**config.mk**
```make
export PLATFORM = sky130hd
export DESIGN_NAME = field_unpacker
export DESIGN_NICKNAME = d
export VERILOG_FILES = /design/src/rtl/field_unpack_pkg.sv /design/src/rtl/field_unpacker_ext.sv /design/src/rtl/field_unpacker.sv
export SDC_FILE = /design/constraint.sdc
export NUM_CORES = 1
export LEC_CHECK = 0
export BUFFER_PORTS_ARGS = -buffer_cell sky130_fd_sc_hd__buf_2
export CAP_MARGIN = 20
export CORE_UTILIZATION = 51
export DETAILED_ROUTE_END_ITERATION = 12
export PLACE_DENSITY_LB_ADDON = 0.05
export SETUP_SLACK_MARGIN = 0.15
export SYNTH_ARGS = -nofsm -noshare
export SYNTH_HDL_FRONTEND = slang
export SYNTH_SLANG_ARGS = --single-unit
export TNS_END_PERCENT = 100
```
**constraint.sdc**
```tcl
create_clock -name clk -period 1.9 [get_ports clk]
set_input_delay 0 -clock clk [delete_from_list [all_inputs] [get_ports clk]]
set_output_delay 0 -clock clk [all_outputs]
set_load 0.02 [all_outputs]
```
**src/rtl/field_unpack_pkg.sv**
```systemverilog
// ----------------------------------------------------------------------------
// field_unpack_pkg
//
// Purpose : shared definitions for the field unpacker slice: the FSM state
//           type and the default geometry of the packed input word.
//
// Contents: state_t          - two-state FSM encoding (IDLE, EMIT)
//           NFIELDS_D        - default number of packed fields per word
//           FW_D             - default packed field width
//           OW_D             - default emitted field width
//           SIGNED_MASK_D    - default per-field signedness mask
//           IN_W             - fixed width of the packed input word
//           IDX_W            - fixed width of the emitted field index
// ----------------------------------------------------------------------------
package field_unpack_pkg;

  typedef enum logic {
    IDLE = 1'b0,
    EMIT = 1'b1
  } state_t;

  localparam int NFIELDS_D = 15;
  localparam int FW_D      = 6;
  localparam int OW_D      = 8;

  localparam logic [NFIELDS_D-1:0] SIGNED_MASK_D = 15'h07F8;

  localparam int IN_W  = 128;
  localparam int IDX_W = 4;

endpackage : field_unpack_pkg

```
**src/rtl/field_unpacker_ext.sv**
```systemverilog
// ----------------------------------------------------------------------------
// field_ext
//
// Purpose : widen one FW-bit packed field to OW bits. Signed fields copy their
//           MSB into the new upper bits; unsigned fields get zeros. The stored
//           value itself is never shifted or altered.
//
// Ports   : din       (in,  FW) - raw packed field
//           is_signed (in,  1)  - 1 = sign-extend, 0 = zero-extend
//           dout      (out, OW) - extended field
// ----------------------------------------------------------------------------
module field_ext #(
  parameter int FW = 6,
  parameter int OW = 8
) (
  input  logic [FW-1:0] din,
  input  logic          is_signed,
  output logic [OW-1:0] dout
);

  // When OW equals FW there are no upper bits to fill, so the field passes
  // straight through and is_signed has nothing to influence.
  generate
    if (OW > FW) begin : g_extend
      logic fill;
      assign fill = is_signed & din[FW-1];
      assign dout = {{(OW-FW){fill}}, din};
    end else begin : g_pass
      logic unused_sign;
      assign unused_sign = is_signed;
      assign dout        = din;
    end
  endgenerate

endmodule : field_ext

```
**src/rtl/field_unpacker.sv**
```systemverilog
// ----------------------------------------------------------------------------
// field_unpacker
//
// Purpose : accept one 128-bit word holding NFIELDS packed FW-bit fields and
//           stream the fields out one per accepted cycle, each widened to OW
//           bits (sign- or zero-extended per SIGNED_MASK). Also reports
//           whether the unused upper bits of the captured word are nonzero.
//
// Ports   : clk        (in,  1)   - clock, rising edge
//           rst        (in,  1)   - synchronous active-high reset
//           in_valid   (in,  1)   - in_word is valid
//           in_ready   (out, 1)   - block accepts a word this cycle
//           in_word    (in,  128) - packed word, field i at [i*FW +: FW]
//           out_valid  (out, 1)   - current field is valid
//           out_ready  (in,  1)   - sink accepts the current field
//           out_data   (out, OW)  - extended field
//           out_idx    (out, 4)   - index of the current field
//           out_last   (out, 1)   - current field is field NFIELDS-1
//           pad_nz     (out, 1)   - unused upper bits of captured word nonzero
// ----------------------------------------------------------------------------
module field_unpacker
  import field_unpack_pkg::*;
#(
  parameter int                 NFIELDS     = NFIELDS_D,
  parameter int                 FW          = FW_D,
  parameter int                 OW          = OW_D,
  parameter logic [NFIELDS-1:0] SIGNED_MASK = SIGNED_MASK_D
) (
  input  logic              clk,
  input  logic              rst,
  input  logic              in_valid,
  output logic              in_ready,
  input  logic [IN_W-1:0]   in_word,
  output logic              out_valid,
  input  logic              out_ready,
  output logic [OW-1:0]     out_data,
  output logic [IDX_W-1:0]  out_idx,
  output logic              out_last,
  output logic              pad_nz
);

  // Only the field region of the word is kept; the padding above it is
  // summarised into a single bit at capture time.
  localparam int                 PAYLOAD_W = NFIELDS * FW;
  localparam logic [IDX_W-1:0]   LAST_IDX  = IDX_W'(NFIELDS - 1);

  state_t                 state_q, state_d;
  logic [PAYLOAD_W-1:0]   word_q;
  logic [IDX_W-1:0]       idx_q;
  logic                   pad_q;

  logic                   accept_in;
  logic                   accept_out;
  logic                   at_last;
  logic                   pad_in;
  logic [FW-1:0]          field_sel;
  logic                   sign_sel;
  logic [OW-1:0]          field_ext_data;

  // Padding check on the incoming word. If the fields fill all 128 bits
  // there is no padding and the flag is tied off.
  generate
    if (PAYLOAD_W < IN_W) begin : g_pad
      assign pad_in = |in_word[IN_W-1:PAYLOAD_W];
    end else begin : g_nopad
      assign pad_in = 1'b0;
    end
  endgenerate

  // Next-state and handshake outputs. IDLE offers in_ready; EMIT offers
  // out_valid. Leaving EMIT only on the accepted last field gives exactly
  // one IDLE cycle between consecutive words.
  always_comb begin
    state_d   = state_q;
    in_ready  = 1'b0;
    out_valid = 1'b0;
    case (state_q)
      IDLE: begin
        in_ready = 1'b1;
        if (in_valid) begin
          state_d = EMIT;
        end
      end
      EMIT: begin
        out_valid = 1'b1;
        if (out_ready && (idx_q == LAST_IDX)) begin
          state_d = IDLE;
        end
      end
      default: begin
        state_d = IDLE;
      end
    endcase
  end

  assign accept_in  = in_ready & in_valid;
  assign accept_out = out_valid & out_ready;
  assign at_last    = (idx_q == LAST_IDX);

  // State register. Reset wins over any handshake in the same cycle, so a
  // word in flight is simply dropped.
  always_ff @(posedge clk) begin
    if (rst) begin
      state_q <= IDLE;
    end else begin
      state_q <= state_d;
    end
  end

  // Capture register and field counter. The word is only written from IDLE,
  // so in_valid held high during EMIT cannot disturb it. idx stops at the
  // last field and is cleared when the word completes.
  always_ff @(posedge clk) begin
    if (rst) begin
      word_q <= '0;
      idx_q  <= '0;
      pad_q  <= 1'b0;
    end else if (accept_in) begin
      word_q <= in_word[PAYLOAD_W-1:0];
      idx_q  <= '0;
      pad_q  <= pad_in;
    end else if (accept_out) begin
      if (at_last) begin
        idx_q <= '0;
      end else begin
        idx_q <= idx_q + IDX_W'(1);
      end
    end
  end

  // Select the current field and its signedness. Written as a compare
  // chain so an idx value beyond the last field selects nothing.
  always_comb begin
    field_sel = '0;
    sign_sel  = 1'b0;
    for (int i = 0; i < NFIELDS; i++) begin
      if (idx_q == IDX_W'(i)) begin
        field_sel = word_q[i*FW +: FW];
        sign_sel  = SIGNED_MASK[i];
      end
    end
  end

  field_ext #(
    .FW (FW),
    .OW (OW)
  ) u_field_ext (
    .din       (field_sel),
    .is_signed (sign_sel),
    .dout      (field_ext_data)
  );

  // Output qualification: everything except out_idx reads as zero outside
  // EMIT so the sink sees a quiet bus between words.
  always_comb begin
    out_data = '0;
    out_last = 1'b0;
    pad_nz   = 1'b0;
    out_idx  = idx_q;
    if (state_q == EMIT) begin
      out_data = field_ext_data;
      out_last = at_last;
      pad_nz   = pad_q;
    end
  end

endmodule : field_unpacker

```
==> flow_summary_export.csv <==
group,metric,value,unit
grt,grt_max_degree,91,
sta,period_needed,2.170,ns
detailed_routing,vias,5338,
hold_path,hp-class,"in -> reg",
synth,synth_cells,614,
run_status,violations,"negative setup slack",
synth,synth_top_area_cell,"dfxtp_1",
worst_setup_path,crit_path_start,"out_idx[1]",
power,vdd_drop_max,454.3,uV
clock_network,clk_latency,0.36,ns
placement,port_buffers,147,
finish,final_cells,972,
die,initial_utilization,0.5254,
detailed_routing,viasPerCell,5.492,
run_status,outcome,"finished with violations",
worst_setup_path,r2r_start,"out_idx[1]",
clock_network,clk_pin_slew,0.09,ns
power,power,4.263,mW
worst_setup_path,cp_cell_sequence,"buf_4 > mux4_2 > o211ai_1 > o311ai_1 > o2111a_1 > buf_4",
worst_setup_path,worst_setup_path_end_kind,"output port",
power,powerDensity,615.1,nW/um2
sta,fin_crit_sh,1.142,
die,dieArea,9322,um2
worst_setup_path,cp_slowest_cell,"mux4_2",
synth,synth_top_area_frac,0.4215,
clock_network,cts_buffers,9,
sta,drv_slew,0,
clock_network,htreeDepth,3,
clock_network,cts_tree,"yes",
worst_setup_path,worstPathRequired,1.90,ns
worst_setup_path,critPathMaxStageDelay,0.48,ns
sta,timing.final.hold_violations,0,
die,dieHeight,96.55,um
grt,antenna_found_initial,0,
finish,post-route-util,0.7986,
worst_setup_path,crit_fanout,7,
synth,syn_nets,746,
synth,synth.top_cells.by_area,"dfxtp_1 (42%), nand2_1 (17%), a21oi_1 (12%)",
synth,avgSynthCellArea,7.426,um2
die,ios,148,
detailed_routing,antenna_left,0,
synth,synth_cell_types,55,
detailed_routing,initialDrtViolationCount,252,
flow_run,max_cap_violations,0,
detailed_routing,drt_first_pass_iters,5,
placement,place_inst,849,
detailed_routing,drc,0,
worst_setup_path,crit_path_end,"out_data[2]",
worst_setup_path,worst-path-stages,6,
synth,yosysSeqAreaShare,0.4215,
sta,fin_skew,0.009342,ns
worst_setup_path,r2r-end,"out_idx[2]",
synth,yosys_warnings,0,
clock_network,cts_sinks,96,
worst_setup_path,ff2ff_setup_slack,0.25,ns
clock_network,cts_max_path_buffers,2,
sta,fmax,460.8,MHz
finish,layout-area-overhead-vs-synth,52.00,%
sta,relSlewSlack,0.6379,
sta,setup_viol,8,
sta,tightestPinTransition,0.5432,ns
power,power_leakage,2.821,nW
sta,fin_hold_ws,0.09342,ns
synth,syn-cell-area,4559,um2
finish,finish.net_count,992,
synth,synth_ff_type,"dfxtp_1",
synth,synthTopCellsByCount,"nand2_1 (202), a21oi_1 (108), dfxtp_1 (96), clkbuf_1 (27), nor2_1 (21)",
finish,n_antenna_cell,0,
synth,synth_edf_count,0,
grt,grt_pass1_wl,24.21,mm
detailed_routing,wl,16.03,mm
grt,grt_use_total,0.3454,
placement,dp_hpwl,10.22,mm
grt,first_global_vias,5074,
finish,n_fill_cell,597,
synth,synth_seq_cells,96,
detailed_routing,wl_per_cell,16.49,um
sta,timing.final.ws_setup,-0.2703,ns
worst_setup_path,cp_top_family,"compound AO/OA/AOI/OAI gates",
worst_setup_path,r2r_cells,7,
worst_setup_path,cpMostUsedCell,"buf_4",
finish,drive_gt1_frac,0.2928,
synth,synthArstFlopShare,0,
placement,place_congestion,0.9400,
synth,synth_most_common_cell,"nand2_1",
worst_setup_path,cp_num_buf_inv,2,
sta,rsz0062_at_grt,"true",
die,core.rowCount,34,
worst_setup_path,start_kind,"flop",
worst_setup_path,criticalPathCategory,"reg -> out",
clock_network,cts_root_buffer,"clkbuf_8",
grt,overflow,0,
die,core-area,8678,um2
die,fp.dieW,96.55,um
worst_setup_path,worstPathArrival,2.17,ns
routing by layer:
| metal | vias to the layer above | GRT usage | wire, um |
|---|---|---|---|
| met2 | 194 | 0.6309 | 8269 |
| met4 | 0 | 0.1311 | 395 |
| li1 | 2604 | - | - |
| met1 | 2510 | 0.4002 | 6535 |
| met5 | - | 0 | 0 |
| met3 | 30 | 0.05869 | 832 |
tightest hold or removal path, cell delays in order:
cell	delay, ns
buf_2	0.07
nor4_1	0.04
nand4_1	0.05
nor3_1	0.05
nor3_1	0.17
how the worst min path moves through the flow:
stage | startpoint | end | cells past startpoint
2_1_floorplan | rst | out_idx[1] | 1
3_3_place_gp | in_word[82] | word_q[82] | 3
3_5_place_dp | in_word[67] | word_q[67] | 3
4_1_cts | in_word[114] | pad_q | 5
5_1_grt | in_word[114] | pad_q | 5
6_report | in_word[114] | pad_q | 5
logic make-up (layout without fill, tap and decap cells):
group,count (synthesis),count (layout),synth area share
AOI/OAI and AO/OA,177,177,0.2313
xor gates and xnor gates,1,1,0.001921
buffers and inverters,55,305,0.06175
DFF,96,96,0.4215
muxes,13,13,0.03513
and+or+nand+nor,272,272,0.2484
flip-flops by register name (all words and copies together), names as in the netlist:
register,cells
pad_q,1
out_idx,4
word_q,90
state_q,1
placed cells by master, fill, tap and decap left out, types with 3 or more instances in the layout:
| cell type | count |
|---|---|
| a21oi_2 | 3 |
| buf_4 | 41 |
| dfxtp_1 | 93 |
| nor2_1 | 19 |
| a211oi_2 | 3 |
| buf_6 | 8 |
| nor2b_1 | 4 |
| o21ai_0 | 13 |
| clkbuf_8 | 9 |
| clkinvlp_4 | 3 |
| o22ai_1 | 3 |
| a22o_1 | 3 |
| nor3_1 | 9 |
| nor4_1 | 9 |
| o211ai_1 | 6 |
| buf_12 | 6 |
| nand2b_1 | 3 |
| nor2b_4 | 4 |
| a21oi_1 | 105 |
| nand3_1 | 5 |
| nand4_1 | 3 |
| mux2i_1 | 6 |
| o21ai_1 | 6 |
| dlygate4sd3_1 | 92 |
| buf_2 | 138 |
| nand2_1 | 201 |
power by group:
part           total, mW  internal, mW  switching (mW)
Sequential          2.21          2.12          0.0883
Combinational      0.758         0.397           0.361
Clock               1.29         0.602           0.693
Total               4.26          3.12            1.14
metrics by stage:
| step | setup TNS (ns) | area [um2] | setup slack [ns] |
|---|---|---|---|
| final | -1.192 | 6930 | -0.2703 |
| after floorplan | 0 | 4567 | 0.1587 |
| after detailed placement | 0 | 5487 | 0.02303 |
| after global placement | 0 | 5487 | 0.09241 |
| after CTS | -1.074 | 6809 | -0.1626 |
| after global routing | -1.997 | 6930 | -0.3366 |
area by class of cell:
cell class              count  area [um2]  area share
clock inverters             5       58.81    0.008485
multi-input cells         463        2526      0.3645
flip-flops and latches     96        1931      0.2786
clock buffers              10       127.6     0.01841
inverters                   5       22.52    0.003250
well taps                 108       135.1     0.01950
repair buffers            285        2130      0.3073
timing repair:
action | in CTS | in global routing
hold endpoints to repair | 92 | 0
hold buffers | 92 | 0
cloned | 0 | 0
setup endpoints to repair | 9 | 10
setup buffers | 8 | 8
pin swaps | 16 | 11
gates resized for setup | 46 | 18
No activity file was read; power rests on OpenSTA's default activity.
